## config.mk

```make
export PLATFORM = sky130hd
export DESIGN_NAME = moore_sequence_decoder
export DESIGN_NICKNAME = d
export VERILOG_FILES = /design/src/rtl/moore_pkg.sv /design/src/rtl/moore_transition_check.sv /design/src/rtl/moore_sequence_decoder.sv
export SDC_FILE = /design/constraint.sdc
export NUM_CORES = 1
export LEC_CHECK = 0
export ABC_CLOCK_PERIOD_IN_PS = 6000
export BUFFER_PORTS_ARGS = -buffer_cell sky130_fd_sc_hd__buf_4
export CAP_MARGIN = 25
export CORE_AREA = 2 2 61 63
export CTS_BUF_LIST = sky130_fd_sc_hd__clkbuf_16
export CTS_CLUSTER_DIAMETER = 80
export DETAILED_ROUTE_END_ITERATION = 7
export DIE_AREA = 0 0 63 65
export PLACE_DENSITY = 0.81
export SYNTH_ARGS = -nofsm -noshare
export SYNTH_HDL_FRONTEND = slang
export SYNTH_SLANG_ARGS = --single-unit
```

## constraint.sdc

```tcl
create_clock -name clock_div -period 6 [get_ports clock_div]
set_input_delay 0.6 -clock clock_div [delete_from_list [all_inputs] [get_ports clock_div]]
set_output_delay 0.6 -clock clock_div [all_outputs]
set_load 0.02 [all_outputs]
```

## src/rtl/moore_pkg.sv

```systemverilog
// Shared definitions for the Moore sequencer link receiver: state codes,
// receiver FSM encoding and the sequencer transition table.
package moore_pkg;

    localparam logic [3:0] S0 = 4'h0;
    localparam logic [3:0] S1 = 4'h1;
    localparam logic [3:0] S2 = 4'h2;
    localparam logic [3:0] S3 = 4'h3;
    localparam logic [3:0] S4 = 4'h4;
    localparam logic [3:0] S5 = 4'h5;

    // Returned by next_code for codes outside the sequencer alphabet.
    localparam logic [3:0] S_BAD = 4'hF;

    typedef enum logic [1:0] {
        HUNT   = 2'd0,
        CHECK  = 2'd1,
        LOCKED = 2'd2
    } rx_state_t;

    function automatic logic is_legal_code(input logic [3:0] code);
        return (code <= S5);
    endfunction

    function automatic logic [3:0] next_code(input logic [3:0] code, input logic b);
        logic [3:0] nxt;
        case (code)
            S0:      nxt = b ? S3 : S1;
            S1:      nxt = b ? S5 : S2;
            S2:      nxt = b ? S0 : S3;
            S3:      nxt = b ? S1 : S4;
            S4:      nxt = b ? S2 : S5;
            S5:      nxt = b ? S4 : S0;
            default: nxt = S_BAD;
        endcase
        return nxt;
    endfunction

endpackage

```

## src/rtl/moore_transition_check.sv

```systemverilog
// Classifies one (prev, code) pair: is the code in range, is the pair a
// legal sequencer step, and which input bit produced it.
module moore_transition_check
    import moore_pkg::*;
(
    input  logic [3:0] prev,
    input  logic [3:0] code,
    output logic       legal_code,
    output logic       legal_trans,
    output logic       bit_inferred
);

    logic [5:0] match0;
    logic [5:0] match1;

    // One comparator pair per possible previous code; at most one bit is set.
    generate
        for (genvar gi = 0; gi < 6; gi++) begin : g_match
            localparam logic [3:0] PREV_C = 4'(gi);
            assign match0[gi] = (prev == PREV_C) && (code == next_code(PREV_C, 1'b0));
            assign match1[gi] = (prev == PREV_C) && (code == next_code(PREV_C, 1'b1));
        end
    endgenerate

    assign legal_code   = is_legal_code(code);
    assign legal_trans  = legal_code && (|(match0 | match1));
    assign bit_inferred = |match1;

endmodule

```

## src/rtl/moore_sequence_decoder.sv

```systemverilog
// Receive end of the 6-state Moore sequencer link: recovers input bits from
// consecutive state codes, acquires lock, packs words and counts violations.
module moore_sequence_decoder
    import moore_pkg::*;
#(
    parameter int LOCK_N = 3,
    parameter int WORD_W = 8,
    parameter int ERR_W  = 8
) (
    input  logic              clock_div,
    input  logic              reset,
    input  logic [3:0]        code_in,
    input  logic              code_valid,
    output logic              bit_out,
    output logic              bit_valid,
    output logic [WORD_W-1:0] bits_word,
    output logic              word_valid,
    output logic              sync_lock,
    output logic              err_illegal,
    output logic [ERR_W-1:0]  err_count
);

    localparam int CNT_W = (WORD_W > 2) ? $clog2(WORD_W) : 1;
    localparam logic [3:0]       LOCK_C  = 4'(LOCK_N);
    localparam logic [CNT_W-1:0] LAST_C  = CNT_W'(WORD_W - 1);
    localparam logic [ERR_W-1:0] ERR_MAX = '1;

    rx_state_t          state_q;
    logic [3:0]         prev_q;
    logic [3:0]         run_q;
    logic [CNT_W-1:0]   bit_cnt_q;
    logic [WORD_W-1:0]  shift_q;
    logic [WORD_W-1:0]  word_q;
    logic [ERR_W-1:0]   err_cnt_q;
    logic               bit_out_q;
    logic               bit_valid_q;
    logic               word_valid_q;
    logic               sync_lock_q;
    logic               err_illegal_q;

    logic               legal_code;
    logic               legal_trans;
    logic               bit_inferred;
    logic [3:0]         run_d;
    logic [WORD_W-1:0]  shift_d;
    logic [ERR_W-1:0]   err_cnt_d;

    moore_transition_check u_check (
        .prev         (prev_q),
        .code         (code_in),
        .legal_code   (legal_code),
        .legal_trans  (legal_trans),
        .bit_inferred (bit_inferred)
    );

    assign run_d     = run_q + 4'd1;
    assign shift_d   = {shift_q[WORD_W-2:0], bit_inferred};
    assign err_cnt_d = (err_cnt_q == ERR_MAX) ? err_cnt_q : err_cnt_q + 1'b1;

    always_ff @(posedge clock_div) begin
        if (reset) begin
            state_q       <= HUNT;
            prev_q        <= S0;
            run_q         <= '0;
            bit_cnt_q     <= '0;
            shift_q       <= '0;
            word_q        <= '0;
            err_cnt_q     <= '0;
            bit_out_q     <= 1'b0;
            bit_valid_q   <= 1'b0;
            word_valid_q  <= 1'b0;
            sync_lock_q   <= 1'b0;
            err_illegal_q <= 1'b0;
        end else begin
            bit_valid_q   <= 1'b0;
            word_valid_q  <= 1'b0;
            err_illegal_q <= 1'b0;
            if (code_valid) begin
                case (state_q)
                    HUNT: begin
                        if (legal_code) begin
                            prev_q  <= code_in;
                            run_q   <= '0;
                            state_q <= CHECK;
                        end
                    end
                    CHECK: begin
                        if (!legal_code) begin
                            run_q   <= '0;
                            state_q <= HUNT;
                        end else if (legal_trans) begin
                            prev_q <= code_in;
                            // The step that completes lock carries no bit.
                            if (run_d == LOCK_C) begin
                                run_q       <= '0;
                                bit_cnt_q   <= '0;
                                state_q     <= LOCKED;
                                sync_lock_q <= 1'b1;
                            end else begin
                                run_q <= run_d;
                            end
                        end else begin
                            prev_q <= code_in;
                            run_q  <= '0;
                        end
                    end
                    LOCKED: begin
                        if (!legal_code) begin
                            err_illegal_q <= 1'b1;
                            err_cnt_q     <= err_cnt_d;
                            run_q         <= '0;
                            bit_cnt_q     <= '0;
                            state_q       <= HUNT;
                            sync_lock_q   <= 1'b0;
                        end else if (legal_trans) begin
                            prev_q      <= code_in;
                            bit_out_q   <= bit_inferred;
                            bit_valid_q <= 1'b1;
                            shift_q     <= shift_d;
                            if (bit_cnt_q == LAST_C) begin
                                word_q       <= shift_d;
                                word_valid_q <= 1'b1;
                                bit_cnt_q    <= '0;
                            end else begin
                                bit_cnt_q <= bit_cnt_q + 1'b1;
                            end
                        end else begin
                            err_illegal_q <= 1'b1;
                            err_cnt_q     <= err_cnt_d;
                            prev_q        <= code_in;
                            run_q         <= '0;
                            bit_cnt_q     <= '0;
                            state_q       <= CHECK;
                            sync_lock_q   <= 1'b0;
                        end
                    end
                    default: begin
                        state_q     <= HUNT;
                        sync_lock_q <= 1'b0;
                    end
                endcase
            end
        end
    end

    assign bit_out     = bit_out_q;
    assign bit_valid   = bit_valid_q;
    assign bits_word   = word_q;
    assign word_valid  = word_valid_q;
    assign sync_lock   = sync_lock_q;
    assign err_illegal = err_illegal_q;
    assign err_count   = err_cnt_q;

endmodule

```

======== After elaboration in Yosys (flattened, before gate mapping) ========
Cells that the tools add are included.
operators by class
  muxes and demuxes ....................... 34
  reduce and logical (&&, ||, !) cells .... 32
  magnitude comparators ................... 1
  bitwise gates (word level) .............. 6
  equal/unequal tests ..................... 23
  $add $sub $neg .......................... 3
operators with widths
  operator                                                          count
  4-bit 2-to-1 mux                                                  6
  8-bit 2-to-1 mux                                                  3
  4-bit by 2-bit == test with 1-bit output (second input constant)  5
  3-bit 2-to-1 mux                                                  6
  4-bit by 3-bit == test with 1-bit output (second input constant)  4
  5-bit AND reduction                                               3
  1-bit logical AND                                                 13
  2-bit 2-to-1 mux                                                  6
  4-bit one-hot mux with 3 select lines                             1
  6-bit OR reduction                                                2
  2-bit inequality test (second input constant)                     5
  1-bit 2-to-1 mux                                                  9
  3-bit inequality test (second input constant)                     3
  8-bit by 1-bit adder with 8-bit output (second input constant)    1
  4-bit by 1-bit == test with 1-bit output (second input constant)  2
  8-bit == test (second input constant)                             1
  4-bit logical NOT                                                 2
  4-bit AND reduction                                               2
  6-bit bitwise OR                                                  1
  2-bit one-hot mux with 3 select lines                             1
  3-bit one-hot mux with 2 select lines                             1
  3-bit AND reduction                                               2
  6-bit AND reduction                                               1
  3-bit OR reduction                                                2
  13 further kinds                                                  17
word-level totals
  output and inout port bits .............. 21
  register bits ........................... 41

======== Depth between registers and ports, before layout ========
Gate-level depths: netlist of run 1.
  depth after elaboration ................. 8
  depth in mapped cells ................... 10
  gate-level depth less buffers ........... 7

======== Hierarchy ========
From an unflattened synthesis of run 1, not the netlist that was laid out.
unflattened totals
  cells, all modules ...................... 236
  area, all modules ....................... 1,975.6 µm²
by module, submodules not included
  module                  seq. area each (µm²)  times used  area each (µm²)  cells an instance
  moore_sequence_decoder  800.8                 1           1,741.7          204
  moore_transition_check  0.0                   1           234.0            32

======== Worst setup path before layout of run 1 ========
Ideal clock, no wire load.
  path type ............................... input -> register
  start point ............................. input port code_in[2]
  end point ............................... register err_cnt_q[4] (netlist: err_count[4])
  data arrival time ....................... 2.507 ns
  buffers on the path ..................... 3
  stages on the path ...................... 9
  path slack .............................. 3.422 ns
  cell sequence ........................... buf_4 or4b_2 a21oi_1 or3_1 buf_2 or4_1 buf_2 or4_1 a21oi_1
on the way
  word-level cells in the longest chain between the ends .. 7
  elaborated cells on any way between the ends .. 25
  classes of those cells .................. order compare: 1; eq/ne: 6; mux: 1; bitwise: 1; reduce/logical: 16
ends and longest elaborated chain
  what                                                                    line                                                        source
  start: declaration                                                      moore_sequence_decoder.sv:12                                input logic [3:0] code_in,
  4-bit by 1-bit == test with 1-bit output, or another cell as far along  moore_transition_check.sv:20, moore_transition_check.sv:21
  1-bit logical AND, on equally long branches                             moore_transition_check.sv:20, moore_transition_check.sv:21
  6-bit bitwise OR                                                        moore_transition_check.sv:26                                assign legal_trans = legal_code && (|(match0 | match1));
  6-bit OR reduction                                                      moore_transition_check.sv:26
  1-bit logical AND                                                       moore_transition_check.sv:26
  2-bit inequality test (no line)                                         n/a
  3-bit AND reduction (no line)                                           n/a
  end signal: assignment                                                  moore_sequence_decoder.sv:110                               err_cnt_q <= err_cnt_d;
  end signal: assignment                                                  moore_sequence_decoder.sv:129                               err_cnt_q <= err_cnt_d;
  end: declaration                                                        moore_sequence_decoder.sv:34                                logic [ERR_W-1:0] err_cnt_q;
Parallel ways exist; a longest one is shown, timed or not.
A chain may end at the register's enable or synchronous reset.

======== Final worst setup path of run 1 ========
  start point ............................. register prev_q[1]
  end point ............................... register err_cnt_q[5] (netlist: err_count[5])
on the way
  word-level cells in the longest chain between the ends .. 7
  elaborated cells on any way between the ends .. 23
  classes of those cells .................. eq/ne: 6; bitwise: 1; reduce/logical: 16
ends and longest elaborated chain
  what                                                                    line                                                        source
  start: declaration                                                      moore_sequence_decoder.sv:29                                logic [3:0] prev_q;
  start signal: assignment                                                moore_sequence_decoder.sv:82                                prev_q <= code_in;
  start signal: assignment                                                moore_sequence_decoder.sv:92                                prev_q <= code_in;
  start signal: assignment                                                moore_sequence_decoder.sv:103                               prev_q <= code_in;
  4-bit by 1-bit == test with 1-bit output, or another cell as far along  moore_transition_check.sv:20, moore_transition_check.sv:21
  1-bit logical AND, on equally long branches                             moore_transition_check.sv:20, moore_transition_check.sv:21
  6-bit bitwise OR (*)                                                    moore_transition_check.sv:26
  6-bit OR reduction (*)                                                  moore_transition_check.sv:26
  1-bit logical AND (*)                                                   moore_transition_check.sv:26
  2-bit inequality test (no line) (*)                                     n/a
  3-bit AND reduction (no line) (*)                                       n/a
Mark *: on every way between the ends. The rest lies on a longest branch, timed or not.

==> insert_results.sql, run 1 <==
INSERT INTO impl_metrics (metric_group, metric, value, unit) VALUES
('route', 'wl_per_cell', '13.3', 'um'),
('global_routing', 'global_route_wire_length_before_repair', '6890', 'um'),
('yosys', 'synth_fp_nets', '242', ''),
('power', 'cellPowerDensity', '256', 'nW/um^2'),
('die', 'dieArea', '4100', 'um^2'),
('setup_path', 'required_time_at_the_worst_slack_endpoint', '6.22', 'ns'),
('cells_and_area', 'diodes', '0', ''),
('cells_and_area', 'area.growth.synth_to_final', '18.3', '%'),
('yosys', 'yosys_register_bits', '40', ''),
('route', 'routed-via-count', '1801', ''),
('yosys', 'ys.warnings.count', '0', ''),
('route', 'ant_nets', '0', ''),
('die', 'io-pin-count', '28', ''),
('yosys', 'synth_async_sr_flop_share', '0', ''),
('power', 'internal_power', '475', 'uW'),
('timing', 'final_setup_tns', '0', 'ns'),
('yosys', 'syn_area', '1990', 'um^2'),
('yosys', 'yosysUniqueCellTypes', '47', ''),
('global_routing', 'vias_in_the_first_global_route', '1560', ''),
('route', 'drc', '0', ''),
('clock_network', 'clock_tree.buffer_depth', '2', ''),
('timing', 'final_period_minus_worst_setup_slack', '2.78', 'ns'),
('global_routing', 'grt_antenna_before_repair', '0', ''),
('clock_network', 'cts_bufs_inserted', '5', ''),
('timing', 'period_share', '0.464', ''),
('setup_path', 'timing.critical_path.from_type', 'register', ''),
('yosys', 'postSynthAreaPerCell', '8.66', 'um^2'),
('global_routing', 'grt.total_usage', '0.211', ''),
('timing', 'final-max-slew-violation-count', '0', ''),
('clock_network', 'cts_hold_buf', '0', ''),
('yosys', 'edff_count_synth', '0', ''),
('placed_design', 'post-dp-hpwl', '2610', 'um'),
('cells_and_area', 'postLayoutCellArea', '2350', 'um^2'),
('cells_and_area', 'multi_input_area', '1090', 'um^2'),
('outcome', 'status', 'finished clean', ''),
('yosys', 'post_synth_inst_count', '230', ''),
('setup_path', 'worstPathArrival', '3.00', 'ns'),
('clock_network', 'clk_root_buffer_cell', 'sky130_fd_sc_hd__clkbuf_16', ''),
('clock_network', 'clkSlewWorstSetupHoldPaths', '0.06', 'ns'),
('cells_and_area', 'drive_gt1_frac', '0.171', ''),
('setup_path', 'crit_slowest_cell', 'sky130_fd_sc_hd__or4_1', ''),
('placed_design', 'io_buffers', '27', ''),
('power', 'clockPowerShare', '0.505', ''),
('setup_path', 'worstSetupEndpointType', 'register', ''),
('job', 'drv_cap', '0', ''),
('global_routing', 'gr-total-overflow', '0', ''),
('cells_and_area', 'final_cell_mix', '40 x sky130_fd_sc_hd__dfxtp_1, 27 x sky130_fd_sc_hd__buf_4, 20 x sky130_fd_sc_hd__nand2_1, 20 x sky130_fd_sc_hd__a21oi_1, 16 x sky130_fd_sc_hd__nor2_1', ''),
('power', 'p_leak', '0.000941', 'uW'),
('power', 'irDropWorstVdd', '196', 'uV'),
('yosys', 'ys_dominant_reg_cell', 'sky130_fd_sc_hd__dfxtp_1', ''),
('power', 'p_sw_frac', '0.213', ''),
('route', 'dr.first_iter.drc_count', '95', ''),
('route', 'via_per_inst', '6.02', ''),
('placed_design', 'dpl-instance-area', '2180', 'um^2'),
('cells_and_area', 'fill_cells', '305', ''),
('clock_network', 'postCtsSetupRepairBufs', '0', ''),
('clock_network', 'postCtsResizedCells', '0', ''),
('die', 'dieHeight', '65', 'um'),
('clock_network', 'numClockSinks', '40', ''),
('timing', 'final.hold.worst_slack', '0.461', 'ns'),
('power', 'switching_power', '128', 'uW'),
('timing', 'worst_clock_skew_on_the_final_layout', '0.00506', 'ns'),
('cells_and_area', 'num-nets-final', '262', ''),
('clock_network', 'cts_htree_levels', '2', ''),
('die', 'fp-row-count', '22', ''),
('global_routing', 'grt_start_max_net_pins', '33', ''),
('setup_path', 'critical_path.cell_chain', 'and4b_1 -> o21ai_0 -> o211ai_2 -> or4_1 -> or4_1 -> a21oi_1', ''),
('clock_network', 'worst_skew_late_latency', '0.28', 'ns'),
('timing', 'rsz0062_at_grt', 'no', ''),
('timing', 'slew_headroom', '0.340', ''),
('worst_hold_path', 'hold_path_class', 'reg -> reg', '');
## sequential cells by signal, summed over array words and instances (netlist names)
register / flops
word_valid: 1
err_count: 8
run_q: 4
bit_valid: 1
prev_q: 4
err_illegal: 1
state_q: 2
sync_lock: 1
shift_q: 7
bits_word: 8
bit_cnt_q: 3
## path summary, 6_finish.rpt
check	slack, ns	endpoint	depth (start not counted)	from
worst max-delay path	3.22	err_count[5]	6	prev_q[1]
worst min-delay path	0.46	bits_word[0]	2	bits_word[0]
worst max register to register	3.22	err_count[5]	6	prev_q[1]
worst min register to register	0.46	bits_word[0]	2	bits_word[0]
## cell type report
type                    count  area share
clock buffers               5      0.0531
multi-input cells         169       0.464
repair buffers             27      0.0861
well taps                  48      0.0255
clock inverters             3      0.0197
flip-flops and latches     40       0.340
inverters                   7      0.0112
## synthesized netlist by cell type (2+ instances only)
master	n	area share
sky130_fd_sc_hd__buf_2	5	0.013
sky130_fd_sc_hd__clkbuf_1	6	0.011
sky130_fd_sc_hd__nand4_1	5	0.016
sky130_fd_sc_hd__o41ai_1	2	0.0088
sky130_fd_sc_hd__o31ai_1	6	0.023
sky130_fd_sc_hd__or4_1	5	0.019
sky130_fd_sc_hd__nor2b_1	2	0.0063
sky130_fd_sc_hd__and3_1	7	0.022
sky130_fd_sc_hd__nand2_1	20	0.038
sky130_fd_sc_hd__or4b_1	2	0.010
sky130_fd_sc_hd__nor3_1	4	0.010
sky130_fd_sc_hd__nor2_1	16	0.030
sky130_fd_sc_hd__a32oi_1	2	0.0088
sky130_fd_sc_hd__inv_1	7	0.013
sky130_fd_sc_hd__dfxtp_1	40	0.40
sky130_fd_sc_hd__or3_1	5	0.016
sky130_fd_sc_hd__buf_4	3	0.011
sky130_fd_sc_hd__o22ai_1	3	0.0094
sky130_fd_sc_hd__mux2i_1	13	0.065
sky130_fd_sc_hd__a31oi_1	3	0.0094
sky130_fd_sc_hd__o311ai_0	2	0.0088
sky130_fd_sc_hd__o21ai_0	6	0.015
sky130_fd_sc_hd__a21oi_1	20	0.050
sky130_fd_sc_hd__or4b_2	3	0.015
sky130_fd_sc_hd__nand3_1	13	0.033
sky130_fd_sc_hd__ha_1	5	0.031
sky130_fd_sc_hd__and2_1	4	0.013
sky130_fd_sc_hd__nor3b_1	2	0.0075
## worst max-delay path: cells and delay by family (launching register included)
kind	cells	cell delay, ns
AND/OR/NAND/NOR	3	1.57
AO/OA/AOI/OAI	3	0.63
flip-flops	1	0.51
## kinds of logic (layout without fill, tap and decap cells)
logic type      Yosys count  count (layout)  synth area share
fa+ha+maj                 5               5            0.0314
mux                      13              13            0.0654
buf+inv                  21              42            0.0484
compound gates           54              54             0.177
flops                    40              40             0.402
simple gates             97              97             0.275
## layer usage
layer	global-route usage	share of wire	wire length (um)	up-vias
li1	-	-	-	905
met1	0.265	0.46	1840	840
met2	0.330	0.46	1850	48
met3	0.0625	0.059	236	8
met4	0.103	0.013	51	0
met5	0	0	0	-
## metrics by stage
step	instances	power [uW]	worst slack (ns)
2_1_floorplan	230	297	3.42
3_3_place_gp	291	304	3.09
3_5_place_dp	291	304	3.04
4_1_cts	299	609	3.25
5_1_grt	299	625	2.96
6_report	299	603	3.22
## power groups by stage
stage | Sequential [uW] | Clock, uW | Combinational, uW
final | 271 | 304 | 28.1
after CTS | 271 | 311 | 28.1
after global routing | 271 | 323 | 31.4
after detailed placement | 276 | 0 | 27.9
after global placement | 276 | 0 | 27.6
after floorplan | 274 | 0 | 22.9
No activity file was read; power rests on OpenSTA's default activity.
==> inputs of run 2 (changes only) <==
--- a/config.mk
+++ b/config.mk
@@ -5,15 +5,16 @@
 export SDC_FILE = /design/constraint.sdc
 export NUM_CORES = 1
 export LEC_CHECK = 0
-export ABC_CLOCK_PERIOD_IN_PS = 6000
+export ABC_AREA = 1
+export ABC_CLOCK_PERIOD_IN_PS = 2610
 export BUFFER_PORTS_ARGS = -buffer_cell sky130_fd_sc_hd__buf_4
 export CAP_MARGIN = 25
-export CORE_AREA = 2 2 61 63
+export CORE_AREA = 2 2 64 66
 export CTS_BUF_LIST = sky130_fd_sc_hd__clkbuf_16
 export CTS_CLUSTER_DIAMETER = 80
 export DETAILED_ROUTE_END_ITERATION = 7
-export DIE_AREA = 0 0 63 65
-export PLACE_DENSITY = 0.81
+export DIE_AREA = 0 0 66 68
+export PLACE_DENSITY = 0.76
 export SYNTH_ARGS = -nofsm -noshare
 export SYNTH_HDL_FRONTEND = slang
 export SYNTH_SLANG_ARGS = --single-unit
==> constraint.sdc (replaced) <==
create_clock -name clock_div -period 2.61 [get_ports clock_div]
set_input_delay 0.261 -clock clock_div [delete_from_list [all_inputs] [get_ports clock_div]]
set_output_delay 0.261 -clock clock_div [all_outputs]
set_load 0.02 [all_outputs]
==> insert_results.sql, run 2 <==
INSERT INTO impl_metrics (metric_group, metric, value, unit) VALUES
('yosys', 'post-synth-top-count-cell', 'sky130_fd_sc_hd__nand2_1', ''),
('setup_path', 'worstSetupEndpointType', 'register', ''),
('route', 'dr.first_iter.drc_count', '94', ''),
('yosys', 'ys_dominant_reg_cell', 'sky130_fd_sc_hd__dfxtp_1', ''),
('timing', 'rsz0062_at_grt', 'no', ''),
('yosys', 'synth.top_cells.by_count', '68 x sky130_fd_sc_hd__nand2_1, 46 x sky130_fd_sc_hd__nor2_1, 40 x sky130_fd_sc_hd__dfxtp_1', ''),
('setup_path', 'reg2reg_from', 'prev_q[2]', ''),
('outcome', 'status', 'finished clean', ''),
('route', 'wirelength', '4240', 'um'),
('timing', 'final_period_minus_worst_setup_slack', '1.78', 'ns'),
('setup_path', 'crit_slowest_cell', 'sky130_fd_sc_hd__dfxtp_1', ''),
('yosys', 'edff_count_synth', '0', ''),
('power', 'p_leak', '0.00113', 'uW'),
('route', 'ant_nets', '0', ''),
('cells_and_area', 'area.growth.synth_to_final', '19.4', '%'),
('yosys', 'yosys_register_bits', '40', ''),
('power', 'cellPowerDensity', '605', 'nW/um^2'),
('route', 'routed-via-count', '1883', ''),
('route', 'detailroute.wirelength.met3', '158', 'um'),
('yosys', 'synth.top_cell.area_share', '0.387', ''),
('timing', 'final-max-slew-violation-count', '0', ''),
('clock_network', 'clk_root_buffer_cell', 'sky130_fd_sc_hd__clkbuf_16', ''),
('setup_path', 'timing.critical_path.from_type', 'register', ''),
('die', 'io-pin-count', '28', ''),
('clock_network', 'clkSlewWorstSetupHoldPaths', '0.06', 'ns'),
('job', 'drv_cap', '0', ''),
('cells_and_area', 'num-nets-final', '337', ''),
('setup_path', 'reg2reg_depth', '13', ''),
('power', 'irDropWorstVdd', '529', 'uV'),
('cells_and_area', 'multi_input_area', '1110', 'um^2'),
('setup_path', 'worst-path-buf-inv', '2', ''),
('route', 'detail_route.first_pass.iterations', '4', ''),
('placed_design', 'placement.setup.worst_slack', '0.848', 'ns'),
('global_routing', 'grt_antenna_before_repair', '0', ''),
('yosys', 'syn_area', '2070', 'um^2'),
('route', 'met2RoutedLength', '2000', 'um'),
('clock_network', 'worst_skew_late_latency', '0.28', 'ns'),
('global_routing', 'grt.total_usage', '0.205', ''),
('clock_network', 'cts_hold_buf', '0', ''),
('yosys', 'synth_async_sr_flop_share', '0', ''),
('yosys', 'postSynthAreaPerCell', '6.98', 'um^2'),
('setup_path', 'criticalPathCategory', 'reg -> reg', ''),
('clock_network', 'postCtsResizedCells', '0', ''),
('timing', 'final_setup_tns', '0', 'ns'),
('setup_path', 'critical_path.cell_chain', 'inv_1 -> nand2_1 -> nor2_1 -> nand2_1 -> nand2_1 -> nor2_2 -> nand3_4 -> nand2_4 -> inv_4 -> nand2_1 -> nor2_2 -> nand2_1 -> nand2_1', ''),
('timing', 'period_share', '0.682', ''),
('route', 'routedLengthMet1', '2040', 'um'),
('placed_design', 'finalWeightedCongestion', '0.854', ''),
('cells_and_area', 'sequential_cell_area', '801', 'um^2'),
('cells_and_area', 'layout_commonest_cell', 'sky130_fd_sc_hd__nand2_1', ''),
('yosys', 'synth_area_leaders', 'sky130_fd_sc_hd__dfxtp_1 39%, sky130_fd_sc_hd__nand2_1 12%, sky130_fd_sc_hd__nor2_1 8.4%', ''),
('setup_path', 'critPathMostFrequentCell', 'sky130_fd_sc_hd__nand2_1', ''),
('timing', 'crit_path_setup_slack_layout', '0.830', 'ns'),
('timing', 'achievable-frequency', '0.562', 'GHz'),
('cells_and_area', 'final_cell_mix', '68 x sky130_fd_sc_hd__nand2_1, 46 x sky130_fd_sc_hd__nor2_1, 40 x sky130_fd_sc_hd__dfxtp_1, 27 x sky130_fd_sc_hd__buf_4, 26 x sky130_fd_sc_hd__inv_1', ''),
('power', 'power', '1490', 'uW'),
('die', 'starting_density', '0.536', ''),
('worst_hold_path', 'hold_path_cells', '2', ''),
('timing', 'slew_headroom', '0.546', ''),
('timing', 'final.hold.worst_slack', '0.269', 'ns'),
('setup_path', 'required_time_at_the_worst_slack_endpoint', '2.83', 'ns'),
('clock_network', 'cts_htree_levels', '2', ''),
('clock_network', 'numClockSinks', '40', ''),
('timing', 'setup_viol_count_final', '0', ''),
('global_routing', 'gr-total-overflow', '0', ''),
('cells_and_area', 'fill_cells', '371', ''),
('clock_network', 'cts_bufs_inserted', '5', ''),
('global_routing', 'vias_in_the_first_global_route', '1647', ''),
('clock_network', 'postCtsSetupRepairBufs', '0', ''),
('global_routing', 'grt_start_max_net_pins', '26', ''),
('placed_design', 'post-dp-hpwl', '3050', 'um'),
('worst_hold_path', 'whs_endpoint', 'bits_word[1]', ''),
('setup_path', 'timing.critical_path.slowest_cell_delay', '0.31', 'ns'),
('die', 'dieHeight', '68', 'um'),
('setup_path', 'crit_fanout', '16', ''),
('setup_path', 'r2r_slack', '0.83', 'ns'),
('setup_path', 'critical_path_depth', '13', ''),
('route', 'drc', '0', ''),
('yosys', 'post_synth_inst_count', '296', ''),
('global_routing', 'global_route_wire_length_before_repair', '7220', 'um'),
('setup_path', 'critPathTopFamily', 'simple AND/OR/NAND/NOR gates', ''),
('worst_hold_path', 'hold_path_class', 'in -> reg', ''),
('route', 'via_per_inst', '5.01', ''),
('route', 'highest_layer', 'met4', ''),
('cells_and_area', 'drive_gt1_frac', '0.187', ''),
('worst_hold_path', 'hold_start', 'reset', ''),
('timing', 'worst_clock_skew_on_the_final_layout', '0.00458', 'ns'),
('yosys', 'synth_top_cell_by_area', 'sky130_fd_sc_hd__dfxtp_1', ''),
('route', 'wl_per_cell', '11.3', 'um'),
('die', 'die_width', '66', 'um'),
('die', 'dieArea', '4490', 'um^2'),
('timing', 'worst-slew-pin-transition', '0.681', 'ns'),
('clock_network', 'cts_tree', 'built', ''),
('setup_path', 'worstPathArrival', '2.00', 'ns'),
('clock_network', 'clock_tree.buffer_depth', '2', ''),
('yosys', 'ys.warnings.count', '0', ''),
('placed_design', 'io_buffers', '27', ''),
('setup_path', 'critical_path.reg2reg.endpoint', 'bits_word[6]', ''),
('yosys', 'yosysUniqueCellTypes', '28', ''),
('die', 'fp-row-count', '23', ''),
('cells_and_area', 'diodes', '0', ''),
('die', 'core_area', '3860', 'um^2'),
('yosys', 'ys_seq_area_frac', '0.387', ''),
('timing', 'final_hold_viol_count', '0', ''),
('yosys', 'synth_fp_nets', '308', '');
## run 2: worst max-delay path by stage
stage	start	end	slack (ns)
after detailed placement	code_in[2]	bits_word[6]	0.85
after CTS	prev_q[3]	bits_word[6]	0.83
after global routing	prev_q[3]	bits_word[6]	0.66
final	prev_q[2]	bits_word[6]	0.83
after floorplan	err_count[1]	err_count[3]	1.03
after global placement	code_in[2]	bits_word[6]	0.89
## run 2: cell families (layout without fill, tap and decap cells)
family | Yosys count | count (layout) | synth area share
buffers and inverters | 39 | 69 | 0.0775
DFF | 40 | 40 | 0.387
adders and majority gates | 5 | 5 | 0.0303
xor gates and xnor gates | 6 | 6 | 0.0254
and+or+nand+nor | 164 | 164 | 0.375
AOI/OAI and AO/OA | 42 | 42 | 0.105
## run 2: metal layers
| layer | GRT usage | up-vias |
|---|---|---|
| met5 | 0 | - |
| met4 | 0.0536 | 0 |
| met3 | 0.0444 | 4 |
| met2 | 0.352 | 33 |
| met1 | 0.261 | 839 |
| li1 | - | 1007 |
## run 2: layout make-up
type,count,share of cell area
Sequential cell,40,0.324
Tap cell,50,0.0253
Timing Repair Buffer,27,0.0821
Clock buffer,5,0.0507
Multi-Input combinational cell,217,0.448
Clock inverter,3,0.0157
Inverter,34,0.0537
## run 2: power by group
part           internal [uW]  leakage (uW)  switching (uW)  total (uW)
Sequential               631      0.000324            18.5         650
Clock                    445     0.0000850             223         668
Combinational           59.8      0.000718             117         177
Total                   1140       0.00113             359        1490
## run 2: worst reg2reg max path, delay by kind of cell (launching register included)
family,cells,cell delay (ns)
flip-flops,1,0.31
buffers and inverters,2,0.24
AND/OR/NAND/NOR,11,1.18
## run 2: through the flow
stage,util,area [um^2],cells
after CTS,0.640,2470,376
after floorplan,-,2070,296
final,0.640,2470,376
after detailed placement,0.598,2300,368
after global routing,0.640,2470,376
after global placement,0.598,2300,368
